### src/rtl/mult_div_unit_pkg.sv
// Shared types for the multiply/divide unit: op encodings, FSM states, sizing helper.
// No logic, no latency.
// No flow control of its own.
package mdu_pkg;

    typedef enum logic [2:0] {
        OP_MULT  = 3'b000,
        OP_MULTU = 3'b001,
        OP_DIV   = 3'b010,
        OP_DIVU  = 3'b011,
        OP_MTHI  = 3'b100,
        OP_MTLO  = 3'b101
    } op_e;

    typedef enum logic [1:0] {
        IDLE = 2'd0,
        CALC = 2'd1,
        FIX  = 2'd2
    } state_e;

    // Iteration counter must hold WIDTH-1.
    function automatic int cnt_width(input int width);
        return (width > 1) ? $clog2(width) : 1;
    endfunction

endpackage

### src/rtl/mult_div_unit_if.sv
// Issue/result bundle between the execute-stage datapath and the multiply/divide unit.
// Pure wiring, zero latency.
// start is only honoured while busy=0; there is no queueing.
interface mult_div_unit_if #(parameter int WIDTH = 32);
    logic             start;
    logic [2:0]       op;
    logic [WIDTH-1:0] a;
    logic [WIDTH-1:0] b;
    logic             busy;
    logic             done;
    logic             div_by_zero;
    logic [WIDTH-1:0] hi;
    logic [WIDTH-1:0] lo;

    modport master (output start, op, a, b,
                    input  busy, done, div_by_zero, hi, lo);
    modport slave  (input  start, op, a, b,
                    output busy, done, div_by_zero, hi, lo);
endinterface

### src/rtl/mult_div_unit.sv
// Bit-serial multiply/divide unit owning the architectural HI/LO pair.
// MULT/DIV: WIDTH+1 cycles from accepting edge to done; MTHI/MTLO: done on the accepting edge.
// busy=1 while iterating; start is dropped (not queued) while busy.
module mult_div_unit
    import mdu_pkg::*;
#(
    parameter int WIDTH = 32
) (
    input  logic           clk,
    input  logic           rst_n,
    mult_div_unit_if.slave bus
);

    localparam int CW = cnt_width(WIDTH);
    localparam int W2 = 2 * WIDTH;

    state_e           r_state;
    logic [CW-1:0]    r_cnt;
    logic             r_is_div;
    logic             r_sign_pq;   // product / quotient needs negation
    logic             r_sign_r;    // remainder needs negation
    logic             r_b_zero;
    logic             r_done;
    logic             r_dbz;
    logic [WIDTH-1:0] r_opd;       // multiplicand or divisor magnitude
    logic [WIDTH-1:0] r_hi;
    logic [WIDTH-1:0] r_lo;
    logic [W2-1:0]    r_acc;       // {upper: partial product / remainder, lower: multiplier / quotient}

    op_e              w_op;
    logic             w_op_signed;
    logic             w_op_div;
    logic             w_a_neg;
    logic             w_b_neg;
    logic             w_b_zero;
    logic [WIDTH-1:0] w_mag_a;
    logic [WIDTH-1:0] w_mag_b;
    logic [WIDTH-1:0] w_upper;
    logic [WIDTH-1:0] w_lower;
    logic [WIDTH:0]   w_shift;
    logic [WIDTH:0]   w_add_x;
    logic [WIDTH:0]   w_add_y;
    logic             w_add_ci;
    logic [WIDTH+1:0] w_add_full;
    logic [WIDTH:0]   w_add_sum;
    logic             w_add_co;
    logic [W2-1:0]    w_acc_step;
    logic [WIDTH-1:0] w_neg_lo;
    logic [WIDTH-1:0] w_fix_hi;
    logic [WIDTH-1:0] w_fix_lo;

    // Operand decode and sign-magnitude conversion at issue time.
    assign w_op        = op_e'(bus.op);
    assign w_op_signed = ~bus.op[0];
    assign w_op_div    = bus.op[1];
    assign w_a_neg     = w_op_signed & bus.a[WIDTH-1];
    assign w_b_neg     = w_op_signed & bus.b[WIDTH-1];
    assign w_b_zero    = (bus.b == '0);
    // A divide by zero keeps the raw dividend so it falls out unchanged as the remainder.
    assign w_mag_a     = (w_a_neg && !(w_op_div && w_b_zero)) ? -bus.a : bus.a;
    assign w_mag_b     = w_b_neg ? -bus.b : bus.b;

    assign w_upper = r_acc[W2-1:WIDTH];
    assign w_lower = r_acc[WIDTH-1:0];
    assign w_shift = {w_upper, w_lower[WIDTH-1]};

    // Shared WIDTH+1-bit adder; the extra carry-out bit is the divide's "no borrow" flag.
    assign w_add_full = {1'b0, w_add_x} + {1'b0, w_add_y} + {{(WIDTH + 1){1'b0}}, w_add_ci};
    assign w_add_sum  = w_add_full[WIDTH:0];
    assign w_add_co   = w_add_full[WIDTH+1];

    // Adder operand select: shift-add, trial subtract, or upper-half negation in FIX.
    always_comb begin
        w_add_x  = {1'b0, w_upper};
        w_add_y  = '0;
        w_add_ci = 1'b0;
        if (r_state == CALC) begin
            if (r_is_div) begin
                w_add_x  = w_shift;
                w_add_y  = ~{1'b0, r_opd};
                w_add_ci = 1'b1;
            end else if (w_lower[0]) begin
                w_add_y = {1'b0, r_opd};
            end
        end else if (r_state == FIX) begin
            // Upper half of a 2W negation takes the carry out of ~lower+1, i.e. lower==0.
            w_add_x  = {1'b0, ~w_upper};
            w_add_ci = r_is_div ? 1'b1 : (w_lower == '0);
        end
    end

    // One iteration of the accumulator: restoring divide step or shift-add multiply step.
    always_comb begin
        w_acc_step = {w_add_sum, w_lower[WIDTH-1:1]};
        if (r_is_div) begin
            if (w_add_co) begin
                w_acc_step = {w_add_sum[WIDTH-1:0], w_lower[WIDTH-2:0], 1'b1};
            end else begin
                w_acc_step = {w_shift[WIDTH-1:0], w_lower[WIDTH-2:0], 1'b0};
            end
        end
    end

    assign w_neg_lo = -w_lower;

    // Final sign fix-up; divide by zero leaves the raw iteration result alone.
    always_comb begin
        w_fix_hi = w_upper;
        w_fix_lo = w_lower;
        if (!r_is_div) begin
            if (r_sign_pq) begin
                w_fix_hi = w_add_sum[WIDTH-1:0];
                w_fix_lo = w_neg_lo;
            end
        end else if (!r_b_zero) begin
            if (r_sign_r) begin
                w_fix_hi = w_add_sum[WIDTH-1:0];
            end
            if (r_sign_pq) begin
                w_fix_lo = w_neg_lo;
            end
        end
    end

    // Control FSM plus HI/LO ownership; reset discards any in-flight operation.
    always_ff @(posedge clk or negedge rst_n) begin
        if (!rst_n) begin
            r_state   <= IDLE;
            r_cnt     <= '0;
            r_is_div  <= 1'b0;
            r_sign_pq <= 1'b0;
            r_sign_r  <= 1'b0;
            r_b_zero  <= 1'b0;
            r_done    <= 1'b0;
            r_dbz     <= 1'b0;
            r_opd     <= '0;
            r_hi      <= '0;
            r_lo      <= '0;
            r_acc     <= '0;
        end else begin
            r_done <= 1'b0;
            case (r_state)
                IDLE: begin
                    if (bus.start) begin
                        case (w_op)
                            OP_MTHI: begin
                                r_hi   <= bus.a;
                                r_done <= 1'b1;
                                r_dbz  <= 1'b0;
                            end
                            OP_MTLO: begin
                                r_lo   <= bus.a;
                                r_done <= 1'b1;
                                r_dbz  <= 1'b0;
                            end
                            OP_MULT, OP_MULTU, OP_DIV, OP_DIVU: begin
                                r_is_div  <= w_op_div;
                                r_b_zero  <= w_b_zero;
                                r_sign_pq <= w_a_neg ^ w_b_neg;
                                r_sign_r  <= w_a_neg;
                                r_acc     <= {{WIDTH{1'b0}}, (w_op_div ? w_mag_a : w_mag_b)};
                                r_opd     <= w_op_div ? w_mag_b : w_mag_a;
                                r_cnt     <= CW'(WIDTH - 1);
                                r_dbz     <= 1'b0;
                                r_state   <= CALC;
                            end
                            default: ;
                        endcase
                    end
                end
                CALC: begin
                    r_acc <= w_acc_step;
                    if (r_cnt == '0) begin
                        r_state <= FIX;
                    end else begin
                        r_cnt <= r_cnt - CW'(1);
                    end
                end
                FIX: begin
                    r_hi    <= w_fix_hi;
                    r_lo    <= w_fix_lo;
                    r_done  <= 1'b1;
                    r_dbz   <= r_is_div & r_b_zero;
                    r_state <= IDLE;
                end
                default: r_state <= IDLE;
            endcase
        end
    end

    assign bus.busy        = (r_state != IDLE);
    assign bus.done        = r_done;
    assign bus.div_by_zero = r_dbz;
    assign bus.hi          = r_hi;
    assign bus.lo          = r_lo;

endmodule
### src/flat_wrapper.sv
// flat-port wrapper written by rule: the top's interface ports become plain ports
module mult_div_unit_flat import mdu_pkg::*;
#(
    parameter int WIDTH = 32
)
  (clk, rst_n, bus_start, bus_op, bus_a, bus_b, bus_busy, bus_done, bus_div_by_zero, bus_hi, bus_lo);
  mult_div_unit_if #(.WIDTH(WIDTH)) bus_i ();
  input  logic clk;
  input  logic rst_n;
  input wire logic [$bits(bus_i.start)-1:0] bus_start;
  input wire logic [$bits(bus_i.op)-1:0] bus_op;
  input wire logic [$bits(bus_i.a)-1:0] bus_a;
  input wire logic [$bits(bus_i.b)-1:0] bus_b;
  output wire logic [$bits(bus_i.busy)-1:0] bus_busy;
  output wire logic [$bits(bus_i.done)-1:0] bus_done;
  output wire logic [$bits(bus_i.div_by_zero)-1:0] bus_div_by_zero;
  output wire logic [$bits(bus_i.hi)-1:0] bus_hi;
  output wire logic [$bits(bus_i.lo)-1:0] bus_lo;
  assign bus_i.start = bus_start;
  assign bus_i.op = bus_op;
  assign bus_i.a = bus_a;
  assign bus_i.b = bus_b;
  assign bus_busy = bus_i.busy;
  assign bus_done = bus_i.done;
  assign bus_div_by_zero = bus_i.div_by_zero;
  assign bus_hi = bus_i.hi;
  assign bus_lo = bus_i.lo;
  mult_div_unit #(.WIDTH(WIDTH)) u_core (.clk(clk), .rst_n(rst_n), .bus(bus_i));
endmodule
### config.mk
export PLATFORM = sky130hd
export DESIGN_NAME = mult_div_unit_flat
export DESIGN_NICKNAME = d
export VERILOG_FILES = /design/src/rtl/mult_div_unit_pkg.sv /design/src/rtl/mult_div_unit_if.sv /design/src/rtl/mult_div_unit.sv /design/src/flat_wrapper.sv
export SDC_FILE = /design/constraint.sdc
export NUM_CORES = 1
export LEC_CHECK = 0
export ABC_AREA = 1
export BUFFER_PORTS_ARGS = -buffer_cell sky130_fd_sc_hd__buf_2
export CORE_MARGIN = 3
export CORE_UTILIZATION = 35
export CTS_BUF_LIST = sky130_fd_sc_hd__clkbuf_8
export CTS_CLUSTER_DIAMETER = 60
export CTS_CLUSTER_SIZE = 12
export DETAILED_ROUTE_END_ITERATION = 12
export GPL_TIMING_DRIVEN = 0
export MAX_ROUTING_LAYER = met4
export PLACE_DENSITY = 0.56
export SKIP_CTS_REPAIR_TIMING = 1
export SLEW_MARGIN = 20
export SYNTH_ARGS = -nofsm -noshare
export SYNTH_HDL_FRONTEND = slang
export SYNTH_SLANG_ARGS = --single-unit
### constraint.sdc
create_clock -name clk -period 11.2 [get_ports clk]
set_clock_uncertainty 0.1 [all_clocks]
set_input_delay 1.12 -clock clk [delete_from_list [all_inputs] [get_ports clk]]
set_output_delay 1.12 -clock clk [all_outputs]
set_load 0.03 [all_outputs]
Yosys cells after proc, flatten, opt, wreduce, memory -nomap -nowiden
Index checks and enable logic that the tools add are counted.
{"block": "totals", "ff_bits": 173, "input_bits": 70, "word_cells": 106, "out_inout_bits": 67}
{"block": "op_classes", "add_sub_neg": 6, "reduce_logical": 21, "bitwise": 7, "n_eq_ne": 14, "n_mux": 46}
{"operator": "$mux W32", "n": 17}
{"operator": "$mux W64", "n": 4}
{"operator": "$mux W33", "n": 4}
{"operator": "$pmux W32 S2", "n": 2}
{"operator": "$pmux W64 S2", "n": 1}
{"operator": "$neg A32 Y32", "n": 3}
{"operator": "$logic_not A32 Y1", "n": 2}
{"operator": "$add A33 B33 Y34", "n": 1}
{"operator": "$add A34 B1 Y34", "n": 1}
{"operator": "$not A32 Y33", "n": 1}
{"operator": "$not A32 Y32", "n": 1}
{"operator": "$reduce_and A3 Y1", "n": 6}
{"operator": "$mux W5", "n": 3}
{"operator": "$ne A2 B2 Y1 const B", "n": 7}
{"operator": "$pmux W5 S2", "n": 1}
{"operator": "$mux W1", "n": 8}
{"operator": "$eq A3 B2 Y1 const B", "n": 2}
{"operator": "$eq A3 B3 Y1 const B", "n": 2}
{"operator": "$mux W2", "n": 3}
{"operator": "$reduce_bool A2 Y1", "n": 3}
{"operator": "$reduce_or A6 Y1", "n": 1}
{"operator": "$logic_not A5 Y1", "n": 1}
{"operator": "$sub A5 B1 Y5 const B", "n": 1}
{"operator": "$pmux W1 S2", "n": 2}
{"operator": "other kinds (14)", "n": 17}

Depth between registers and ports, before layout
Gate-level depths: netlist of run 1.
{"block": "logic_depth", "ltp_word": 9, "mapped_depth": 28}

Worst setup path before layout of run 1
Ideal clock, no wire load.
{"block": "synth_timing", "kind": "register to register", "from": "register u_core.r_acc[0]", "to": "register u_core.r_hi[20] (netlist: u_core.bus.hi[20])", "n_path_buf": 1, "stages_incl_launch_ff": 29, "setup_time_ns": 0.117, "t_arrival_ns": 3.298, "path_slack_ns": 7.685, "period_less_slack_ns": 3.515, "required_time_ns": 10.983, "path_cell_list": "dfrtp_1 > buf_6 > inv_2 > ha_1 > nand3_1 > nor2_1 > nand4_1 > inv_1 > nand2_1 > nor2_1 > nand3_1 > o21ai_0 > o21ai_0 > fa_1 > inv_1 > fa_1 > nand3_1 > nand3_1 > nand3_1 > nand3b_1 > nand2_1 > nand2_1 > nand2_1 > nand2_1 > nand2_1 > nand2_1 > nand2_1 > nand2_1 > nand2_1"}
{"block": "synth_via", "elab_chain_cells": 9}
{"element": "start, declared", "line": "mult_div_unit.sv:28", "text": "logic [W2-1:0] r_acc;"}
{"element": "start signal, assigned", "line": "mult_div_unit.sv:161", "text": "r_acc <= {{WIDTH{1'b0}}, (w_op_div ? w_mag_a : w_mag_b)};"}
{"element": "start signal, assigned", "line": "mult_div_unit.sv:172", "text": "r_acc <= w_acc_step;"}
{"element": "$mux W32 / $logic_not A32 Y1 (equally long branches)", "line": "mult_div_unit.sv:82, mult_div_unit.sv:88"}
{"element": "$mux W33 / $mux W1 (equally long branches)", "line": "mult_div_unit.sv:78, mult_div_unit.sv:88"}
{"element": "$mux W33 / $mux W1 (equally long branches)", "line": "mult_div_unit.sv:77, mult_div_unit.sv:85"}
{"element": "$add A33 B33 Y34 / $mux W1 (equally long branches)", "line": "mult_div_unit.sv:68, mult_div_unit.sv:77"}
{"element": "$add A34 B1 Y34 (*)", "line": "mult_div_unit.sv:68", "text": "assign w_add_full = {1'b0, w_add_x} + {1'b0, w_add_y} + {{(WIDTH + 1){1'b0}}, w_add_ci};"}
{"element": "$mux W32", "line": "mult_div_unit.sv:116", "text": "if (r_sign_r) begin"}
{"element": "$mux W32", "line": "mult_div_unit.sv:115", "text": "end else if (!r_b_zero) begin"}
{"element": "$mux W32 (*)", "line": "mult_div_unit.sv:110", "text": "if (!r_is_div) begin"}
{"element": "$pmux W32 S2 (*)", "line": "mult_div_unit.sv:142", "text": "case (r_state)"}
{"element": "end signal, assigned", "line": "mult_div_unit.sv:147", "text": "r_hi <= bus.a;"}
{"element": "end signal, assigned", "line": "mult_div_unit.sv:180", "text": "r_hi <= w_fix_hi;"}
{"element": "end, declared", "line": "mult_div_unit.sv:26", "text": "logic [WIDTH-1:0] r_hi;"}
Every way passes the cells marked *; elsewhere a longest branch is shown, timed or not.
A chain may end at the register's enable or synchronous reset.

Worst setup path after layout of run 1
{"block": "layout_timing", "from": "register u_core.r_acc[0]", "to": "register u_core.r_hi[24] (netlist: u_core.bus.hi[24])"}
The elaborated chain is that of the path after synthesis.

==> run metrics, run 1 <==
status finished clean; max-slew violations 0; # fillers 5320; Congestion Overflow GR 0; Final Hold Viols 0; row count 79; num ports 137; die height 226 um; CTS tree built; Yosys cell types 45; CTS clk-pin slew, worst paths 110 ps; share of flip-flops with an asynchronous set or reset 1.00; WHS 346 ps; CP arrival 5660 ps; WL/cell 23.3 um; Final Power 7.04 mW; share of post-route cells with drive strength above 1 0.0782; Die ar. 51000 um2; Num Clock Sinks 173; H-tree level count 4; RePlAce Congestion 1.01; Top Metal Used met4; final wirelength 85400 um; Leak 9.63 nW; drt via density 5.59; core area 47100 um2; Max clock buf depth 2; Num CTS Buffers 17; RSZ-0062 raised after global routing no; DRT Pass-1 Iters 5; synthesized area 16900 um2; IO buf count 134; Fmax 189 MHz; worst-margin pin slew 1060 ps; via count 20.5k; multi-input logic area 10400 um2; pin count of the biggest net entering global routing 78; Startpoint Class flop; register area 4330 um2; Setup CP Type flop to flop; Required @ worst endpoint 11560 ps; final setup violating endpoints 0; EDFF count, synth 0; most frequent CP cell nand2_1; max_cap viols 0; DP HPWL 71000 um; Worst Hold Class input port to asynchronous set/reset pin; post-synth top area share 0.256; final net count 3141; Initial Util 0.358; Mean Syn Cell Area 5.88 um2; PwrDens 374 nW/um2; fin crit period 5300 ps; worst-skew pair later-pin latency 580 ps; Antenna Nets Post-Route 0; top_reg_cell synth dfrtp_1; Die Wd 226 um; routed wl met3 5250 um; Worst VDD drop 0.000112 V; Seq/Total Area, Yosys 0.256; Crit Path Max Fanout 7; Synth area leader dfrtp_1; CP max stage cell o21ai_0; #FFs+latches synth 173; M1 WL 34900 um; final period utilization 0.473; 1st-iter DRT viols 1855; commonest cells after routing, fill and taps aside 868 x nand2_1, 389 x inv_1, 325 x nand3_1; area grow syn2layout 11.2%; Cells after Synth 2877; top post-synthesis cells by area dfrtp_1 26%, nand2_1 19%, nand3_1 9.6%, inv_1 8.6%, nor2_1 6.2%; first-pass GRT wire length 124000 um; initial antenna violation count 6; Root Driver clkbuf_8; Largest stage delay, worst path 490 ps; commonest non-fill, non-tap cell in the layout nand2_1; GRT Total Usage 0.344; DR WL met2 40500 um; worst rel slew slack 0.296; Residual DRC 0; Critical Path End Type flop; post-synthesis net count 2986; vias in the first global route 19.5k; TNS Setup 0 ps; Yosys warnings 0
==> logic make-up after synthesis <==
group                      share of synthesized area
and+or+nand+nor                                0.382
AOI/OAI and AO/OA                              0.179
xor gates and xnor gates                      0.0264
DFF                                            0.256
adders and majority gates                     0.0298
buffers and inverters                          0.126
==> path summary, 6_finish.rpt <==
kind	cells after the start	startpoint	endpoint	slack, ps
max	28	u_core.r_acc[0]	u_core.bus.hi[24]	5900
min	1	rst_n	u_core.r_cnt[4]	350
max reg2reg	28	u_core.r_acc[0]	u_core.bus.hi[24]	5900
min reg2reg	2	u_core.bus.hi[1]	u_core.bus.hi[1]	400
max in group asynchronous	3	rst_n	u_core.bus.lo[24]	9570
min in group clk	2	u_core.bus.hi[1]	u_core.bus.hi[1]	400
==> worst max-delay path: cells and delay by family, from the launching register on <==
kind | cells | cell delay, ps
flops | 1 | 390
simple gates | 19 | 2580
buf+inv | 4 | 470
fa+ha+maj | 3 | 940
compound gates | 2 | 720
==> state kept, by name, indices dropped and copies added (netlist names) <==
signal                  count
u_core.r_b_zero             1
u_core.r_sign_r             1
u_core.r_opd               32
u_core.bus.done             1
u_core.bus.lo              32
u_core.r_is_div             1
u_core.r_state              2
u_core.r_sign_pq            1
u_core.bus.hi              32
u_core.bus.div_by_zero      1
u_core.r_acc               64
u_core.r_cnt                5
==> per-layer routing <==
layer | GRT usage | up-vias
met1 | 0.414 | 9773
li1 | - | 9657
met4 | 0.178 | 0
met5 | - | -
met3 | 0.0565 | 193
met2 | 0.556 | 834
==> area by class of cell <==
class | instances | area share
diodes | 8 | 0.00107
plain buffers | 141 | 0.0334
clock buffers | 20 | 0.0146
clock inverters | 12 | 0.00552
inverters | 399 | 0.0797
multi-input cells | 2164 | 0.556
flip-flops and latches | 173 | 0.230
well taps | 607 | 0.0404
repair buffers | 136 | 0.0391
==> stage by stage <==
step / cell area (um2) / util / instances / worst slack, ps
final: 18800 / 0.399 / 3660 / 5900
after floorplan: 16900 / - / 2877 / 7680
after global routing: 18800 / 0.399 / 3660 / 5560
after global placement: 18300 / 0.389 / 3618 / 5670
after detailed placement: 18400 / 0.390 / 3620 / 5980
after CTS: 18800 / 0.398 / 3652 / 5960
==> cells in the mapped netlist (2+ instances only) <==
library cell  instances
a21oi_1             206
a22oi_1              18
a31oi_1               3
and2_1                5
buf_1                 8
buf_2                28
buf_4                 5
buf_6                 6
clkbuf_1             94
clkinv_1              4
dfrtp_1             173
fa_1                  2
ha_1                 37
inv_1               388
inv_2                 7
nand2_1             868
nand2_2               5
nand3_1             325
nand3_2               3
nand3b_1              8
nand4_1              18
nor2_1              280
nor2_2                5
nor2_4                5
nor3_1               18
nor4_1                7
o211ai_1             29
o21ai_0             168
o21ai_1              11
o21bai_1              9
o221ai_1             64
o311ai_0              3
o31ai_1               3
or2_2                 4
xnor2_1              16
xor2_1               35
==> power by group <==
| part | leakage, nW | total (mW) | internal (mW) | switching [mW] |
|---|---|---|---|---|
| sequential | 2.08 | 1.28 | 0.934 | 0.343 |
| clock | 0.190 | 0.472 | 0.177 | 0.294 |
| combinational | 7.36 | 5.29 | 1.47 | 3.82 |
| total | 9.63 | 7.04 | 2.58 | 4.46 |
No activity file was read; power rests on OpenSTA's default activity.
==> inputs of run 2 (changes only) <==
Clock period 11.2 ns to 5 ns, I/O delays scaled along.
==> run 2 against run 1 <==
  * Wire length rose by 0.14%
  * Non-clock buffer count rose by 3
  * Die area did not move
  * Global-route usage did not move
  * Clock power rose by 120%
  * Via count fell by 0.33%
  * Register-to-register slack got worse by 5600 ps
  * Count of clock-buffer cells in the layout did not move
  * Worst setup slack got worse by 5600 ps
==> run metrics, run 2 (same netlist as run 1, synthesis figures left out) <==
H-tree level count 4; CTS tree built; CTS clk-pin slew, worst paths 110 ps; Max clock buf depth 2; Fmax 211 MHz; CP arrival 5100 ps; core area 47100 um2; Worst VDD drop 0.000251 V; final worst slack 264 ps; WL/cell 23.3 um; Startpoint Class flop; 1st-iter DRT viols 1789; register area 4330 um2; Die ar. 51000 um2; worst-skew pair later-pin latency 580 ps; Cells after DPL 3620; first-pass GRT wire length 124000 um; max-slew violations 0; via count 20.4k; final net count 3144; fin crit period 4740 ps; Required @ worst endpoint 5360 ps; Final Core Density 0.400; Num Clock Sinks 173; pre-CTS WS -221 ps; Crit Path Max Fanout 10; initial antenna violation count 7; Reg2Reg Setup Slack 260 ps; most frequent CP cell nand3_1; max_cap viols 0; Num CTS Buffers 17; area grow syn2layout 11.7%; worst-margin pin slew 1080 ps; WHS Endpoint u_core.bus.lo[30]; die height 226 um; GRT Total Usage 0.344; Die Wd 226 um; row count 79; Finished Layout Cells 3664; Most flops, register u_core.r_acc; Worst Hold Class input port to flop; Largest register FFs 64; Residual DRC 0; commonest cells after routing, fill and taps aside 866 x nand2_1, 389 x inv_1, 323 x nand3_1; Root Driver clkbuf_8; RSZ-0062 raised after global routing yes; multi-input logic area 10500 um2; RR Endpoint u_core.bus.hi[12]; drt via density 5.56; share of post-route cells with drive strength above 1 0.0823; Largest stage delay, worst path 620 ps; pin count of the biggest net entering global routing 78; status finished clean; hold_sp bus_a[30]; RePlAce Congestion 1.01; Critical Path End Type flop; Setup CP Type flop to flop; final period utilization 0.947; crit path cell chain inv_2 > nor2_4 > inv_2 > buf_2 > nor2_4 > inv_2 > buf_6 > clkbuf_1 > nor2_1 > a31oi_1 > fa_1 > inv_1 > fa_2 > nand3_1 > nand3_1 > nand3_1 > nand3b_1 > xnor2_1 > o21ai_0 > nand3_1 > nand3_1; worst rel slew slack 0.279; CP max stage cell xnor2_1; WHS Path Cells 3; IO buf count 134; DP HPWL 71000 um; Leak 9.66 nW; num ports 137; final setup violating endpoints 0; Congestion Overflow GR 0; Initial Util 0.358; PwrDens 838 nW/um2; Worst Reg2Reg Path Length in Cells 21; Final Hold Viols 0; FF-to-FF Start u_core.r_state[0]; Final Power 15.8 mW; vias in the first global route 19.5k; final wirelength 85500 um; commonest non-fill, non-tap cell in the layout nand2_1; DRT Pass-1 Iters 7; WHS 163 ps; Antenna Nets Post-Route 0; # fillers 5322
## run 2: stage by stage
stage                     setup TNS [ps]  area [um2]
after floorplan                        0       16900
after global placement             -2420       18300
after detailed placement           -2040       18400
after CTS                          -2220       18800
after global routing               -5.21       18900
final                                  0       18900
## run 2: routing by layer
layer | track usage | up-vias | wire length (um)
met1 | 0.414 | 9711 | 35000
met4 | 0.178 | 0 | 4650
met3 | 0.0565 | 182 | 5250
li1 | - | 9677 | -
met5 | - | - | 0
met2 | 0.556 | 819 | 40600
## run 2: power by group
| part | leakage [nW] | internal (mW) | switching, mW |
|---|---|---|---|
| combinational | 7.38 | 3.32 | 8.59 |
| clock | 0.190 | 0.397 | 0.658 |
| sequential | 2.08 | 2.09 | 0.770 |
| total | 9.66 | 5.81 | 10.0 |
## run 2: area by class of cell
type | instances | share of cell area
timing repair buffer | 139 | 0.0403
multi-input combinational | 2164 | 0.556
antenna | 9 | 0.00119
tap | 607 | 0.0402
inverter | 399 | 0.0794
buffer | 141 | 0.0335
clock buffer | 20 | 0.0146
clock inverter | 12 | 0.00550
sequential | 173 | 0.229
## run 2: critical path: cells and delay by family (launching register included)
kind            cells  cell delay, ps
flops               1             470
compound gates      2             470
simple gates        9            1030
fa+ha+maj           2             640
buf+inv             7            1300
xor+xnor            1             620
## run 2: worst max-delay path by stage
stage,cells past startpoint,end,startpoint
floorplan,28,u_core.bus.hi[20],u_core.r_acc[0]
global placement,28,u_core.bus.hi[20],u_core.r_acc[0]
detailed placement,28,u_core.bus.hi[24],u_core.r_acc[0]
CTS,28,u_core.bus.hi[24],u_core.r_acc[0]
global route,21,u_core.bus.hi[12],u_core.r_state[0]
finish,21,u_core.bus.hi[12],u_core.r_state[0]
==> inputs of run 3 (changes only) <==
Settings changed: CORE_UTILIZATION 35 to 45, PLACE_DENSITY 0.56 to 0.68.
==> run 3 against run 2 <==
  * Via count up 2.3%
  * Die area decreased by 22%
  * Non-clock buffer count down 2
  * Register-to-register slack worse by 40 ps
  * Critical path type unchanged
  * Largest power group unchanged
  * Highest routed layer unchanged
==> run metrics, run 3 (same netlist as run 1, synthesis figures left out) <==
Crit Path Max Fanout 10; CTS tree built; Startpoint Class flop; Antenna Nets Post-Route 0; combinational share of power 0.751; Clock Power Share 0.065; commonest non-fill, non-tap cell in the layout nand2_1; final worst slack 224 ps; CTS clk-pin slew, worst paths 110 ps; Num CTS Buffers 17; CP max stage cell clkbuf_1; H-tree level count 4; Leak 9.63 nW; row count 70; max_cap viols 0; share of post-route cells with drive strength above 1 0.0808; fin crit period 4780 ps; Root Driver clkbuf_8; first-pass GRT wire length 116000 um; PwrDens 839 nW/um2; initial antenna violation count 4; Num Clock Sinks 173; Congestion Overflow GR 0; Switching Fraction 0.632; Critical Path End Type flop; Largest register FFs 64; vias in the first global route 19.4k; via count 20.9k; most frequent CP cell inv_1; Die ar. 39900 um2; die height 200 um; Largest stage delay, worst path 680 ps; WL/cell 22.5 um; Final Hold Viols 0; DP HPWL 65300 um; final wirelength 79300 um; GRT Total Usage 0.404; 1st-iter DRT viols 2185; Fmax 209 MHz; status finished clean; Residual DRC 0; internal power 5.76 mW; pin count of the biggest net entering global routing 66; max-slew violations 0; final period utilization 0.955; num ports 137; Worst Hold Class input port to flop; Setup CP Type flop to flop; DRT Pass-1 Iters 6; Most flops, register u_core.r_acc; RePlAce Congestion 1.11; core area 36800 um2; worst rel slew slack 0.382; final net count 3142; IO buf count 134; share of power burned in registers 0.184; Finished Layout Cells 3521; commonest cells after routing, fill and taps aside 868 x nand2_1, 388 x inv_1, 323 x nand3_1; Die Wd 200 um; TNS Setup 0 ps; CP arrival 5100 ps; Max clock buf depth 2; worst-skew pair later-pin latency 550 ps; Reg2Reg Setup Slack 220 ps; pre-CTS WS 199 ps; drt via density 5.92; Initial Util 0.459; Required @ worst endpoint 5330 ps; Cells after DPL 3481; RSZ-0062 raised after global routing no; Worst VDD drop 0.000362 V; P_sw 9.89 mW; crit path cell chain inv_1 > nor2_4 > inv_1 > clkbuf_1 > clkbuf_1 > a21oi_1 > o21ai_0 > o221ai_1 > inv_1 > ha_1 > nand2_1 > inv_1 > nand2_1 > inv_1 > a21oi_2 > o21ai_1 > a21oi_1 > buf_2 > buf_6 > nand2_1 > nand3_1 > a21oi_1; area grow syn2layout 10.3%; worst-margin pin slew 926 ps; final setup violating endpoints 0
[run 3: changes by cell type in the layout (fill, tap and decap cells not counted), sizes merged]
cell      change
clkinvlp      +1
buf           -1
inv           +1
diode         -2
clkbuf        -3
[run 3: layer usage]
layer | track usage | part of all wire
met1 | 0.479 | 0.38
met2 | 0.631 | 0.45
met3 | 0.0762 | 0.084
met4 | 0.262 | 0.079
met5 | - | 0
[run 3: worst max-delay path: cells and delay by family, from the launching register on]
| family | cells | cell delay [ps] |
|---|---|---|
| buf+inv | 9 | 2150 |
| compound gates | 7 | 1190 |
| simple gates | 5 | 460 |
| flops | 1 | 430 |
| fa+ha+maj | 1 | 310 |
[run 3: path summary, 6_finish.rpt]
check                                  start                 to  cells past startpoint
setup reg to reg           u_core.r_state[1]   u_core.r_acc[50]                     22
max in group asynchronous              rst_n  u_core.bus.lo[26]                      4
hold / removal                      bus_a[0]    u_core.r_opd[0]                      3
setup / recovery           u_core.r_state[1]   u_core.r_acc[50]                     22
hold reg to reg             u_core.bus.hi[1]   u_core.bus.hi[1]                      2
min in group asynchronous              rst_n    u_core.r_cnt[3]                      2
[run 3: area by class of cell]
| cell class | instances | area [um2] |
|---|---|---|
| Sequential cell | 173 | 4330 |
| Timing Repair Buffer | 137 | 746 |
| Fill cell | 3978 | 18100 |
| Tap cell | 468 | 586 |
| Antenna cell | 7 | 17.5 |
| Multi-Input combinational cell | 2164 | 10500 |
| Clock buffer | 18 | 248 |
| Clock inverter | 14 | 124 |
| Inverter | 399 | 1500 |
| Buffer | 141 | 631 |
[run 3: stage by stage]
| step | area, um2 | utilization | hold slack, ps | power (mW) |
|---|---|---|---|---|
| after floorplan | 16900 | - | 104 | 10.2 |
| after global placement | 18200 | 0.494 | 364 | 14.2 |
| after detailed placement | 18200 | 0.495 | 339 | 14.3 |
| after CTS | 18600 | 0.506 | -244 | 15.4 |
| after global routing | 18600 | 0.507 | 200 | 16.8 |
| final | 18600 | 0.507 | 196 | 15.7 |
[run 3: power groups by stage]
stage                     Combinational, mW  Sequential (mW)  Clock [mW]
after floorplan                        7.17             3.08           0
after global placement                 11.3             2.84           0
after global routing                   12.8             2.93        1.08
final                                  11.8             2.87        1.02
after CTS                              11.5             2.82        1.03
after detailed placement               11.5             2.85           0
